===== src/rtl/serial_subtractor_2b_pkg.sv =====
// Shared definitions for the digit-serial 2-bit-per-cycle subtractor.
package serial_subtractor_2b_pkg;

    // Bits consumed per clock.
    localparam int DIGIT_W = 2;

    // Two-state controller: waiting for a request, or stepping digits.
    typedef enum logic {
        ST_IDLE = 1'b0,
        ST_RUN  = 1'b1
    } state_t;

    // Width of a counter that indexes ndig digits; never narrower than one bit.
    function automatic int cnt_width(input int ndig);
        return (ndig <= 1) ? 1 : $clog2(ndig);
    endfunction

endpackage


===== src/rtl/serial_subtractor_2b_sub2_digit.sv =====
// Combinational 2-bit digit subtractor: d = a - b - bin (mod 4), with borrow-out.
module sub2_digit (
    input  logic [1:0] a,
    input  logic [1:0] b,
    input  logic       bin,
    output logic [1:0] d,
    output logic       bout
);

    // a - b - bin lies in -4..3, so the sign of a 3-bit result is the borrow.
    logic [2:0] full;

    assign full = {1'b0, a} - {1'b0, b} - {2'b00, bin};
    assign d    = full[1:0];
    assign bout = full[2];

endmodule


===== src/rtl/serial_subtractor_2b.sv =====
// Digit-serial subtractor: Diff = A - B - Bin, two bits per clock, LSB digit first.
// WIDTH must be even and at least 2.
module serial_subtractor_2b
    import serial_subtractor_2b_pkg::*;
#(
    parameter int WIDTH = 8
) (
    input  logic             clk,
    input  logic             rst_n,
    input  logic             start,
    input  logic [WIDTH-1:0] A,
    input  logic [WIDTH-1:0] B,
    input  logic             Bin,
    output logic             busy,
    output logic             done,
    output logic [WIDTH-1:0] Diff,
    output logic             Bout
);

    localparam int NDIG  = WIDTH / DIGIT_W;
    localparam int CNT_W = cnt_width(NDIG);

    state_t             state;
    state_t             state_nxt;
    logic [CNT_W-1:0]   cnt;
    logic [WIDTH-1:0]   a_sh;
    logic [WIDTH-1:0]   b_sh;
    logic [WIDTH-1:0]   res;
    logic [WIDTH-1:0]   res_nxt;
    logic               borrow;
    logic [DIGIT_W-1:0] dig;
    logic               dig_bout;
    logic               last;

    // The single digit cell always looks at the low digit of the operand shifters.
    sub2_digit u_digit (
        .a    (a_sh[DIGIT_W-1:0]),
        .b    (b_sh[DIGIT_W-1:0]),
        .bin  (borrow),
        .d    (dig),
        .bout (dig_bout)
    );

    assign last = (cnt == CNT_W'(NDIG - 1));
    assign busy = (state == ST_RUN);

    // New digit enters at the MSB end so the first digit lands at bit 0 after NDIG shifts.
    assign res_nxt = (res >> DIGIT_W) | (WIDTH'(dig) << (WIDTH - DIGIT_W));

    // State register.
    // NOTE: sequential state uses non-blocking assignments so every flop samples pre-edge values.
    always_ff @(posedge clk or negedge rst_n) begin
        if (!rst_n) begin
            state <= ST_IDLE;
        end else begin
            state <= state_nxt;
        end
    end

    // Next-state logic: accept only in IDLE, return to IDLE after the last digit.
    // NOTE: the default assignment first keeps this block free of inferred latches.
    always_comb begin
        state_nxt = state;
        case (state)
            ST_IDLE: if (start) state_nxt = ST_RUN;
            ST_RUN:  if (last)  state_nxt = ST_IDLE;
            default: state_nxt = ST_IDLE;
        endcase
    end

    // Datapath: operand capture, digit stepping, borrow ripple and result publication.
    // NOTE: every datapath register is reset so an aborted run never exposes partial state.
    always_ff @(posedge clk or negedge rst_n) begin
        if (!rst_n) begin
            cnt    <= '0;
            a_sh   <= '0;
            b_sh   <= '0;
            res    <= '0;
            borrow <= 1'b0;
            done   <= 1'b0;
            Diff   <= '0;
            Bout   <= 1'b0;
        end else begin
            done <= 1'b0;
            case (state)
                ST_IDLE: begin
                    if (start) begin
                        a_sh   <= A;
                        b_sh   <= B;
                        borrow <= Bin;
                        res    <= '0;
                        cnt    <= '0;
                    end
                end
                ST_RUN: begin
                    a_sh   <= a_sh >> DIGIT_W;
                    b_sh   <= b_sh >> DIGIT_W;
                    borrow <= dig_bout;
                    res    <= res_nxt;
                    cnt    <= cnt + 1'b1;
                    if (last) begin
                        Diff <= res_nxt;
                        Bout <= dig_bout;
                        done <= 1'b1;
                    end
                end
                default: ;
            endcase
        end
    end

endmodule


===== config.mk =====
export PLATFORM = sky130hd
export DESIGN_NAME = serial_subtractor_2b
export DESIGN_NICKNAME = d
export VERILOG_FILES = /design/src/rtl/serial_subtractor_2b_pkg.sv /design/src/rtl/serial_subtractor_2b_sub2_digit.sv /design/src/rtl/serial_subtractor_2b.sv
export SDC_FILE = /design/constraint.sdc
export NUM_CORES = 1
export LEC_CHECK = 0
export BUFFER_PORTS_ARGS = -buffer_cell sky130_fd_sc_hd__clkbuf_2
export CORE_MARGIN = 5
export CORE_UTILIZATION = 41
export CTS_CLUSTER_SIZE = 16
export DETAILED_ROUTE_END_ITERATION = 12
export PLACE_DENSITY = 0.63
export SETUP_SLACK_MARGIN = 0.4
export SYNTH_ARGS = -nofsm -noshare
export SYNTH_HDL_FRONTEND = slang
export SYNTH_SLANG_ARGS = --single-unit

===== constraint.sdc =====
create_clock -name clk -period 2.7 [get_ports clk]
set_input_delay 0.405 -clock clk [delete_from_list [all_inputs] [get_ports clk]]
set_output_delay 0.405 -clock clk [all_outputs]
set_load 0.01 [all_outputs]

Word-level counts from Yosys, hierarchy flattened
Index checks and enable logic that the tools add are counted.

operators by class
  add/sub/neg operators = 3
  equality and inequality tests = 2
  mux-type cells = 15
  bitwise gates (word level) = 2
  reductions and logical operators = 1

operators with widths
  cell                                          count
  case mux 8 bit (2 select lines)               3
  2-to-1 mux 8 bit                              3
  OR 6 x 8 -> 8 bit                             1
  2-to-1 mux 1 bit                              5
  case mux 1 bit (2 select lines)               2
  case mux 2 bit (2 select lines)               1
  subtractor 2 x 2 -> 3 bit                     1
  subtractor 3 x 1 -> 3 bit                     1
  adder 2 x 1 -> 2 bit (second input constant)  1
  equality test 2 bit (second input constant)   1
  2-to-1 mux 2 bit                              1
  != test 2 bit (second input constant)         1
  AND reduction 2 bit                           1
  inverter 1 bit                                1

storage, ports and cells
  register bits after elaboration = 38
  input bits = 20

Depth between registers and ports, before layout
Gate-level depths: netlist of run 1.

  depth in word-level cells = 4
  depth in mapped cells = 8
  gate-level depth less buffers = 8

Modules after synthesis
Synthesis of run 1 repeated with hierarchy kept, for this count alone.

second synthesis, totals
  cell total of the unflattened synthesis = 125
  area total of the unflattened synthesis = 1585.3 um2

by module, submodules not included
  module                times used  cells an instance  area each (um2)  sequential area each (um2)
  serial_subtractor_2b  1           117                1522.7           900.9
  sub2_digit            1           8                  62.6             0.0

Worst setup path after synthesis of run 1
OpenSTA, ideal clock, no wires.

  path kind = register to register
  start = reg a_sh[0]
  end = reg Diff[7]
  library setup time = 0.125 ns
  arrival time = 2.094 ns
  slack = 0.481 ns
  cell stages (with the launch flop) = 7
  buffers on the path = 0
  path through = dfrtp_1 -> fa_1 -> inv_1 -> ha_1 -> or2_2 -> fa_1 -> mux2_2

between the ends
  word-level cells in the longest chain between the ends = 3

ends and longest elaborated chain
  item                       line                                   source
  from (decl)                serial_subtractor_2b.sv:26             logic [WIDTH-1:0] a_sh;
  from (signal assigned)     serial_subtractor_2b.sv:96             a_sh <= a_sh >> DIGIT_W;
  subtractor 2 x 2 -> 3 bit  serial_subtractor_2b_sub2_digit.sv:13  assign full = {1'b0, a} - {1'b0, b} - {2'b00, bin};
  subtractor 3 x 1 -> 3 bit  serial_subtractor_2b_sub2_digit.sv:13
  net dig[1]                 serial_subtractor_2b.sv:31             logic [DIGIT_W-1:0] dig;
  OR 6 x 8 -> 8 bit          serial_subtractor_2b.sv:48             assign res_nxt = (res >> DIGIT_W) | (WIDTH'(dig) << (WIDTH - DIGIT_W));
  to (signal assigned)       serial_subtractor_2b.sv:102            Diff <= res_nxt;
  to (decl)                  serial_subtractor_2b.sv:16             output logic [WIDTH-1:0] Diff,

The timed path passes the listed nets, and every way through them passes these cells.
A chain may end at the register's enable or synchronous reset.

Worst setup path after layout of run 1
Ends and elaborated chain as after synthesis.

==> results.ini, run 1 <==
[run_status]
status=completed

[clock_network]
numClockSinks=36
cts.htree.levels=2
cts_tree=done
clock_latency_ns=0.28
cts_root_buffer=clkbuf_8
clock_path_buffers=2
clkSlewWorstSetupHoldPaths_ns=0.07
cts_inserted_buffers=5

[drt]
via_count=1017
wl_um=2690
antenna_left=0
drc=0
drt_iter0_drc=53
avgViaCountPerCell=4.82
wire_per_inst_um=12.7
first_pass_iters=4

[synthesis]
netlist-cell-type-count=21
ys_seq_area_share_pct=56.6
syn-num-nets=156
avgSynthCellArea_um2=12.2
syn_inst=131
synth_warnings=0
ys_ff_latch=36
synthesis.area_mm2=0.00159

[setup_path]
rr_startpoint=a_sh[0]
critical_path_required_ns=2.87
worstReg2RegEnd=Diff[7]
criticalPathCategory=reg -> reg
crit_path_end=Diff[7]
r2r_cells=6
critPathMaxFanout=2
cp-start-kind=register
endpoint_kind=register
cp.arrival_ns=2.42
cp-startpoint=a_sh[0]
r2r_slack_ns=0.45

[cells_and_area]
fin_util_pct=49.7
fin_cells=211
antennaDiodeCount=0
final_area_mm2=0.00185
nets=188
n_fill_cell=377
synthToLayoutAreaGrowth_pct=15.9
drive_gt1_share_pct=28.8

[power]
totalPowerFinal_mw=2.08
ir_worst_vdd_mv=0.418
power_leakage_nw=0.951
power.density_mw_per_mm2=1130

[timing]
finalSetupViolCount=0
skew_ns=0.00789
worst_slack_ns=0.453
period_minus_slack_ns=2.25
finalCritPeriodShare_pct=83.2
fmaxAchievable_mhz=445
rsz0062_at_grt=yes
holdWs_ns=0.229
worstMarginPinSlew_ns=0.871
maxSlewHeadroom_pct=41.9
fin_tns_setup_ns=0
maxSlewViolCount=0
finalHoldViolations=0

[job]
drv_cap=0

[global_routing]
antenna_found_initial=0
grt_start_max_net_pins=37
gr-total-overflow=0
grt.total_usage_pct=12.1
grt_pass1_wl_um=4750
grt_pass1_vias=1045

[floorplanning]
design.die.area_mm2=0.00523
pin_count=31
start_util_pct=42.9
core_area_mm2=0.00372
die_h_um=72.3
die_w_um=72.3
rows=22

[placed_design]
hpwl_um=1920
portBuffers=30
placedCellCount=203
placed_area_mm2=0.00176
place_congestion=0.701
dp_slack_ns=0.370

[min_path]
hold_class=in -> async

repair_timing:
action | 4_1_cts | 5_1_grt
buffers inserted | 1 | 0
gates resized for setup | 0 | 2
endpoints found under the hold margin | 0 | 0
endpoints found under the setup margin | 1 | 2
hold buffers | 0 | 0
synth_stat cells:
cell type,count,area share (%)
fa_1,2,2.5
o21ai_1,12,3.8
xnor2_1,1,0.55
inv_1,6,1.4
buf_4,2,0.94
buf_6,2,1.4
or2_2,1,0.39
o21ai_0,3,0.94
a21oi_1,2,0.63
nand2b_1,5,2.0
mux2i_1,21,13
nor2_1,5,1.2
a31oi_1,1,0.39
clkbuf_2,1,0.31
dfrtp_1,36,57
nand2_4,1,0.71
nand2_1,15,3.5
a22o_1,3,1.6
ha_1,3,2.4
mux2_2,7,4.9
buf_2,2,0.63
worst min path at each step:
stage,startpoint,endpoint,cells after the start
finish,rst_n,Diff[0],1
CTS,rst_n,res[5],1
global placement,a_sh[6],a_sh[4],2
floorplan,rst_n,Bout,0
global route,rst_n,Diff[0],1
detailed placement,a_sh[6],a_sh[4],2
power breakdown:
part | total, mW | internal (mW) | switching, mW
Sequential | 0.921 | 0.770 | 0.151
Combinational | 0.820 | 0.419 | 0.401
Clock | 0.343 | 0.175 | 0.168
area by class of cell:
| type | instances | area [um2] | area share, % |
|---|---|---|---|
| Inverter | 6 | 22.5 | 1.22 |
| Tap cell | 48 | 60.1 | 3.25 |
| Sequential cell | 36 | 901 | 48.8 |
| Timing Repair Buffer | 32 | 165 | 8.95 |
| Multi-Input combinational cell | 82 | 619 | 33.6 |
| Clock buffer | 6 | 72.6 | 3.93 |
| Clock inverter | 1 | 5.00 | 0.271 |
sequential cells by signal, summed over array words and instances, names as in the netlist:
signal  count
Diff        8
cnt         2
res         6
done        1
Bout        1
busy        1
a_sh        8
b_sh        8
borrow      1
critical path, cell delays in order (launching register included):
cell and delay, ns:
dfrtp_1 0.40, fa_1 0.57, inv_1 0.05, ha_1 0.16, or2_4 0.23, fa_1 0.46, mux2_2 0.27
routing by layer:
| layer | up-vias | GRT usage (%) | part of all wire [%] |
|---|---|---|---|
| met3 | 5 | 5.40 | 6.5 |
| li1 | 502 | - | - |
| met5 | - | 0 | 0 |
| met1 | 482 | 13.3 | 43 |
| met4 | 0 | 5.64 | 2.0 |
| met2 | 28 | 19.9 | 48 |
logic make-up (layout without fill, tap and decap cells):
kind of cell / after synthesis / in the layout / synth area share, %
simple gates: 27 / 27 / 7.78
compound gates: 21 / 21 / 7.38
mux: 28 / 28 / 18.1
buf+inv: 13 / 45 / 4.71
flops: 36 / 36 / 56.6
fa+ha+maj: 5 / 5 / 4.87
xor+xnor: 1 / 1 / 0.550
cell usage in the layout, fill, tap and decap left out, types with 2 or more instances in the layout:
cell type and instances:
nand2b_1 5, a21oi_1 2, nor2_1 5, inv_1 6, ha_1 3, fa_1 2, a22o_1 3, mux2i_1 21
dfrtp_1 36, clkbuf_8 5, o21ai_0 2, clkbuf_2 30, nand2_1 15, mux2_2 7, o21ai_1 13, buf_4 2
(Power assumes the default switching activity.)
==> run 2: changes to the inputs <==
PLACE_DENSITY = 0.66   (was 0.63)
clock period = 1.87 ns   (was 2.7 ns; I/O delays follow)
==> run 2 against run 1 <==
The run now ends with negative setup slack left. Core utilization rose by 1.2 points. Clock power rose by 59%. Total power rose by 49%. Non-clock buffer count rose by 3. Global-route usage fell by 0.31 points. Sequential share of layout area fell by 1.1 points. Die area did not move. Setup slack got worse by 0.75 ns. Critical path depth rose by 1. Clock skew fell by 0.0023 ns. Count of clock-buffer cells in the layout rose by 2. Largest cell class unchanged.
==> results.ini, run 2 (same netlist as run 1, synthesis figures left out) <==
[drt]
avgViaCountPerCell=4.75  ; was 4.82
first_pass_iters=3  ; was 4
wl_um=2660  ; was 2690 um
drt_iter0_drc=34  ; was 53
antenna_left=0  ; unchanged
via_count=1021  ; was 1017
drc=0  ; unchanged
wire_per_inst_um=12.4  ; was 12.7 um

[placed_design]
hpwl_um=1960  ; was 1920 um
dp_slack_ns=-0.354  ; was 0.370 ns
place_congestion=0.674  ; was 0.701
portBuffers=30  ; unchanged

[timing]
finalSetupViolCount=4  ; was 0
maxSlewHeadroom_pct=71.0  ; was 41.9%
finalCritPeriodShare_pct=116  ; was 83.2%
maxSlewViolCount=0  ; unchanged
fmaxAchievable_mhz=461  ; was 445 MHz
worst_slack_ns=-0.298  ; was 0.453 ns
finalHoldViolations=0  ; unchanged
period_minus_slack_ns=2.17  ; was 2.25 ns
skew_ns=0.00558  ; was 0.00789 ns
rsz0062_at_grt=yes  ; unchanged
worstMarginPinSlew_ns=0.435  ; was 0.871 ns

[floorplanning]
die_h_um=72.3  ; unchanged
start_util_pct=42.9  ; unchanged
design.die.area_mm2=0.00523  ; unchanged
die_w_um=72.3  ; unchanged
pin_count=31  ; unchanged
core_area_mm2=0.00372  ; unchanged
rows=22  ; unchanged

[global_routing]
grt_pass1_wl_um=4630  ; was 4750 um
grt_start_max_net_pins=37  ; unchanged
grt.total_usage_pct=11.8  ; was 12.1%
antenna_found_initial=0  ; unchanged
gr-total-overflow=0  ; unchanged
grt_pass1_vias=1046  ; was 1045

[clock_network]
clock_path_buffers=2  ; unchanged
cts_inserted_buffers=5  ; unchanged
hold_buffers=0  ; unchanged
cts.htree.levels=2  ; unchanged
clkSlewWorstSetupHoldPaths_ns=0.07  ; about the same
numClockSinks=36  ; unchanged
post_cts_buffers=0  ; was 1
cts_tree=done  ; unchanged
cts_root_buffer=clkbuf_8  ; unchanged
clock_latency_ns=0.28  ; about the same

[cells_and_area]
final_common_cell=dfrtp_1  ; unchanged
synthToLayoutAreaGrowth_pct=18.6  ; was 15.9%
nets=191  ; was 188
fin_util_pct=50.8  ; was 49.7%
drive_gt1_share_pct=32.3  ; was 28.8%
reg_top3=Diff: 8 flops, a_sh: 8 flops, b_sh: 8 flops  ; unchanged
n_fill_cell=351  ; was 377
final_cell_mix=dfrtp_1 (36), clkbuf_2 (30), mux2i_1 (21)  ; unchanged
antennaDiodeCount=0  ; unchanged

[setup_path]
worstReg2RegEnd=Diff[7]  ; unchanged
crit_path_top_delay_cell=fa_1  ; unchanged
path_cells=inv_2 > fa_1 > inv_1 > ha_2 > or2_4 > fa_2 > mux2_2  ; was fa_1 > inv_1 > ha_1 > or2_4 > fa_1 > mux2_2
r2r_cells=7  ; was 6
critPathMaxFanout=2  ; unchanged
cp.arrival_ns=2.34  ; was 2.42 ns
rr_startpoint=b_sh[0]  ; was a_sh[0]
endpoint_kind=register  ; unchanged
criticalPathCategory=reg -> reg  ; unchanged
cp-start-kind=register  ; unchanged
critical_path_required_ns=2.04  ; was 2.87 ns
slowest_delay_ns=0.55  ; was 0.57 ns
r2r_slack_ns=-0.30  ; was 0.45 ns

[min_path]
hold_class=in -> async  ; unchanged

[power]
ir_worst_vdd_mv=0.703  ; was 0.418 mV
power_leakage_nw=0.968  ; was 0.951 nW
power.density_mw_per_mm2=1640  ; was 1130 mW/mm2

[run_status]
violations=negative setup slack
status=complete, but fails checks  ; was completed

[job]
drv_cap=0  ; unchanged

## run 2: cell count changes in the layout (fill, tap and decap cells not counted), sizes merged
| cell | delta |
|---|---|
| buf | +3 |
| clkbuf | +2 |
| clkinv | -1 |
## run 2: cell type report
type                    count  area, um2  share of cell area, %
clock buffers               8       90.1                   4.77
multi-input cells          82        628                   33.2
flip-flops and latches     36        901                   47.7
repair buffers             35        188                   9.93
inverters                   6       22.5                   1.19
well taps                  48       60.1                   3.18
## run 2: repair_timing
| action | 4_1_cts | 5_1_grt |
|---|---|---|
| setup endpoints to repair | 6 | 6 |
| gates cloned | 0 | 0 |
| pin swaps | 2 | 0 |
| resized for setup | 1 | 1 |
| endpoints found under the hold margin | 0 | 0 |
## run 2: worst max path at each step
stage                        from  endpoint  slack, ns  cells after the start
final                     b_sh[0]   Diff[7]      -0.30                      7
after global routing      b_sh[0]   Diff[7]      -0.36                      7
after CTS                 b_sh[0]   Diff[7]      -0.30                      7
after detailed placement   borrow   Diff[7]      -0.35                      7
after global placement     borrow   Diff[7]      -0.30                      7
after floorplan            borrow   Diff[7]      -0.28                      7
## run 2: metrics by stage
| step | instances | setup TNS, ns | hold slack, ns | power, mW | instance area [um2] |
|---|---|---|---|---|---|
| floorplan | 131 | -0.456 | -0.0151 | 2.23 | 1600 |
| global placement | 207 | -0.562 | 0.343 | 2.51 | 1800 |
| detailed placement | 207 | -0.814 | 0.345 | 2.58 | 1800 |
| CTS | 215 | -0.665 | 0.0364 | 3.15 | 1890 |
| global route | 215 | -0.983 | 0.0642 | 3.38 | 1890 |
| finish | 215 | -0.617 | 0.0269 | 3.10 | 1890 |
## run 2: worst max-delay path: cells and delay by family (launching register included)
kind	cells	cell delay, ns
adders and majority gates	3	1.12
buffers and inverters	2	0.09
DFF	1	0.35
muxes	1	0.26
and+or+nand+nor	1	0.22
## run 2: metal layers
metal / part of all wire [%] / track usage, % / vias up
met4: 1.0 / 5.64 / 0
met3: 7.8 / 5.96 / 2
met5: 0 / 0 / -
met1: 44 / 13.4 / 482
li1: - / - / 510
met2: 47 / 18.3 / 27
## run 2: power by group
part	internal (mW)	switching, mW
logic	0.631	0.603
clock network	0.300	0.247
registers	1.11	0.206
total	2.04	1.06
==> run 3: changes to the inputs <==
--- a/config.mk
+++ b/config.mk
@@ -9,6 +9,6 @@
 export CORE_MARGIN = 5
-export CORE_UTILIZATION = 41
+export CORE_UTILIZATION = 40
 export CTS_CLUSTER_SIZE = 16
 export DETAILED_ROUTE_END_ITERATION = 12
-export PLACE_DENSITY = 0.66
+export PLACE_DENSITY = 0.64
 export SETUP_SLACK_MARGIN = 0.4
==> constraint.sdc (replaced) <==
create_clock -name clk -period 1.87 [get_ports clk]
set_input_delay 0.0935 -clock clk [delete_from_list [all_inputs] [get_ports clk]]
set_output_delay 0.0935 -clock clk [all_outputs]
set_load 0.01 [all_outputs]
==> run 3 against run 2 <==
The run still ends with negative setup slack left. Die area increased by 2.1%. Global-route usage is 0.62 points higher. Combinational power about the same. Via count shrank 1.1%. Maximum frequency shrank 2.7%. Register-to-register slack worse by 0.06 ns. Flip-flop and latch count unchanged. Sequential share of layout area decreased by 0.28 points. Setup slack got worse by 0.060 ns. Clock power up 20%. Largest cell class unchanged. Largest power group unchanged. Highest routed layer unchanged.
==> results.ini, run 3 (same netlist as run 1, synthesis figures left out) <==
[timing]
skew_ns=0.00687  ; was 0.00558 ns
fmaxAchievable_mhz=449  ; was 461 MHz
maxSlewHeadroom_pct=41.4  ; was 71.0%
rsz0062_at_grt=yes  ; unchanged
period_minus_slack_ns=2.23  ; was 2.17 ns
finalCritPeriodShare_pct=119  ; was 116%
maxSlewViolCount=0  ; unchanged
finalHoldViolations=0  ; unchanged
finalSetupViolCount=4  ; unchanged
worstMarginPinSlew_ns=0.880  ; was 0.435 ns
holdWs_ns=0.0409  ; was 0.0269 ns
worst_slack_ns=-0.358  ; was -0.298 ns

[setup_path]
r2r_cells=7  ; unchanged
endpoint_kind=register  ; unchanged
critPathMaxFanout=2  ; unchanged
cp.arrival_ns=2.40  ; was 2.34 ns
cp-start-kind=register  ; unchanged
criticalPathCategory=reg -> reg  ; unchanged
critical_path_required_ns=2.04  ; about the same

[clock_network]
clock_path_buffers=2  ; unchanged
clock_latency_ns=0.28  ; about the same
numClockSinks=36  ; unchanged
cts_root_buffer=clkbuf_8  ; unchanged
cts.htree.levels=2  ; unchanged
clkSlewWorstSetupHoldPaths_ns=0.07  ; about the same
cts_inserted_buffers=5  ; unchanged
cts_tree=done  ; unchanged
post_cts_buffers=0  ; unchanged

[cells_and_area]
final_area_mm2=0.00190  ; was 0.00189 mm2
n_fill_cell=371  ; was 351
nets=190  ; was 191
final_cell_mix=dfrtp_1 (36), clkbuf_2 (30), mux2i_1 (21)  ; unchanged
multiInputGateArea_um2=624  ; was 628 um2
synthToLayoutAreaGrowth_pct=19.3  ; was 18.6%
antennaDiodeCount=0  ; unchanged
reg_top3=Diff: 8 flops, a_sh: 8 flops, b_sh: 8 flops  ; unchanged
regArea_um2=901  ; unchanged
final_common_cell=dfrtp_1  ; unchanged
drive_gt1_share_pct=31.9  ; was 32.3%
fin_cells=216  ; was 215

[power]
totalPowerFinal_mw=3.20  ; was 3.10 mW
power.density_mw_per_mm2=1680  ; was 1640 mW/mm2
ir_worst_vdd_mv=0.634  ; was 0.703 mV
power_leakage_nw=0.969  ; was 0.968 nW

[min_path]
holdPathStages=2
hold_class=in -> reg  ; was in -> async

[drt]
wire_per_inst_um=12.9  ; was 12.4 um
avgViaCountPerCell=4.68  ; was 4.75
first_pass_iters=4  ; was 3
antenna_left=0  ; unchanged
drc=0  ; unchanged
wl_um=2790  ; was 2660 um
drt_iter0_drc=43  ; was 34
via_count=1010  ; was 1021

[placed_design]
placed_area_mm2=0.00178  ; was 0.00180 mm2
portBuffers=30  ; unchanged
placedCellCount=207  ; unchanged
hpwl_um=2050  ; was 1960 um
place_congestion=0.727  ; was 0.674

[global_routing]
antenna_found_initial=0  ; unchanged
grt_pass1_vias=1104  ; was 1046
grt_start_max_net_pins=37  ; unchanged
grt_pass1_wl_um=5060  ; was 4630 um
gr-total-overflow=0  ; unchanged
grt.total_usage_pct=12.4  ; was 11.8%

[floorplanning]
start_util_pct=40.4  ; was 42.9%
core_area_mm2=0.00394  ; was 0.00372 mm2
die_w_um=73.1  ; was 72.3 um
rows=23  ; was 22
die_h_um=73.1  ; was 72.3 um
design.die.area_mm2=0.00534  ; was 0.00523 mm2
pin_count=31  ; unchanged

[run_status]
violations=negative setup slack  ; unchanged
status=complete, but fails checks  ; unchanged

[job]
drv_cap=0  ; unchanged

run 3: final timing paths:
kind | from | endpoint | slack (ns)
worst max-delay path | borrow | Diff[7] | -0.36
worst min-delay path | start | res[4] | 0.04
worst max register to register | borrow | Diff[7] | -0.36
worst min register to register | b_sh[7] | b_sh[5] | 0.49
max in group asynchronous | rst_n | res[6] | 0.86
min in group asynchronous | rst_n | a_sh[4] | 0.46
run 3: critical path: stages (launching register included):
cell,delay (ns)
dfrtp_1,0.36
inv_2,0.05
fa_1,0.56
inv_1,0.05
ha_2,0.16
or2_4,0.23
fa_2,0.45
mux2_2,0.27
run 3: stage by stage:
stage / TNS, ns / setup slack (ns) / utilization (%)
3_3_place_gp: -0.554 / -0.299 / 45.2
2_1_floorplan: -0.456 / -0.281 / -
5_1_grt: -1.21 / -0.428 / 48.2
6_report: -0.835 / -0.358 / 48.2
3_5_place_dp: -0.890 / -0.379 / 45.2
4_1_cts: -0.901 / -0.372 / 48.2
run 3: layout make-up:
type	instances	share of cell area (%)
Clock buffer	6	3.82
Inverter	6	1.18
Multi-Input combinational cell	82	32.9
Tap cell	50	3.29
Sequential cell	36	47.4
Clock inverter	2	1.84
Timing Repair Buffer	34	9.61
run 3: report_power, final:
group	internal, mW	switching [mW]
logic	0.611	0.627
clock network	0.395	0.262
registers	1.11	0.193
total	2.12	1.08
run 3: what timing repair did:
item / 4_1_cts / 5_1_grt
hold buffers: 1 / 0
endpoints found under the hold margin: 36 / 0
gates resized for setup: 1 / 1
setup endpoints to repair: 6 / 6
pin swaps: 1 / 1
run 3: metal layers:
metal | up-vias | global-route usage, % | part of all wire (%)
met5 | - | 0 | 0
met4 | 0 | 3.07 | 0.29
met3 | 2 | 5.65 | 6.0
met2 | 23 | 20.0 | 50
met1 | 478 | 15.1 | 43
li1 | 507 | - | -
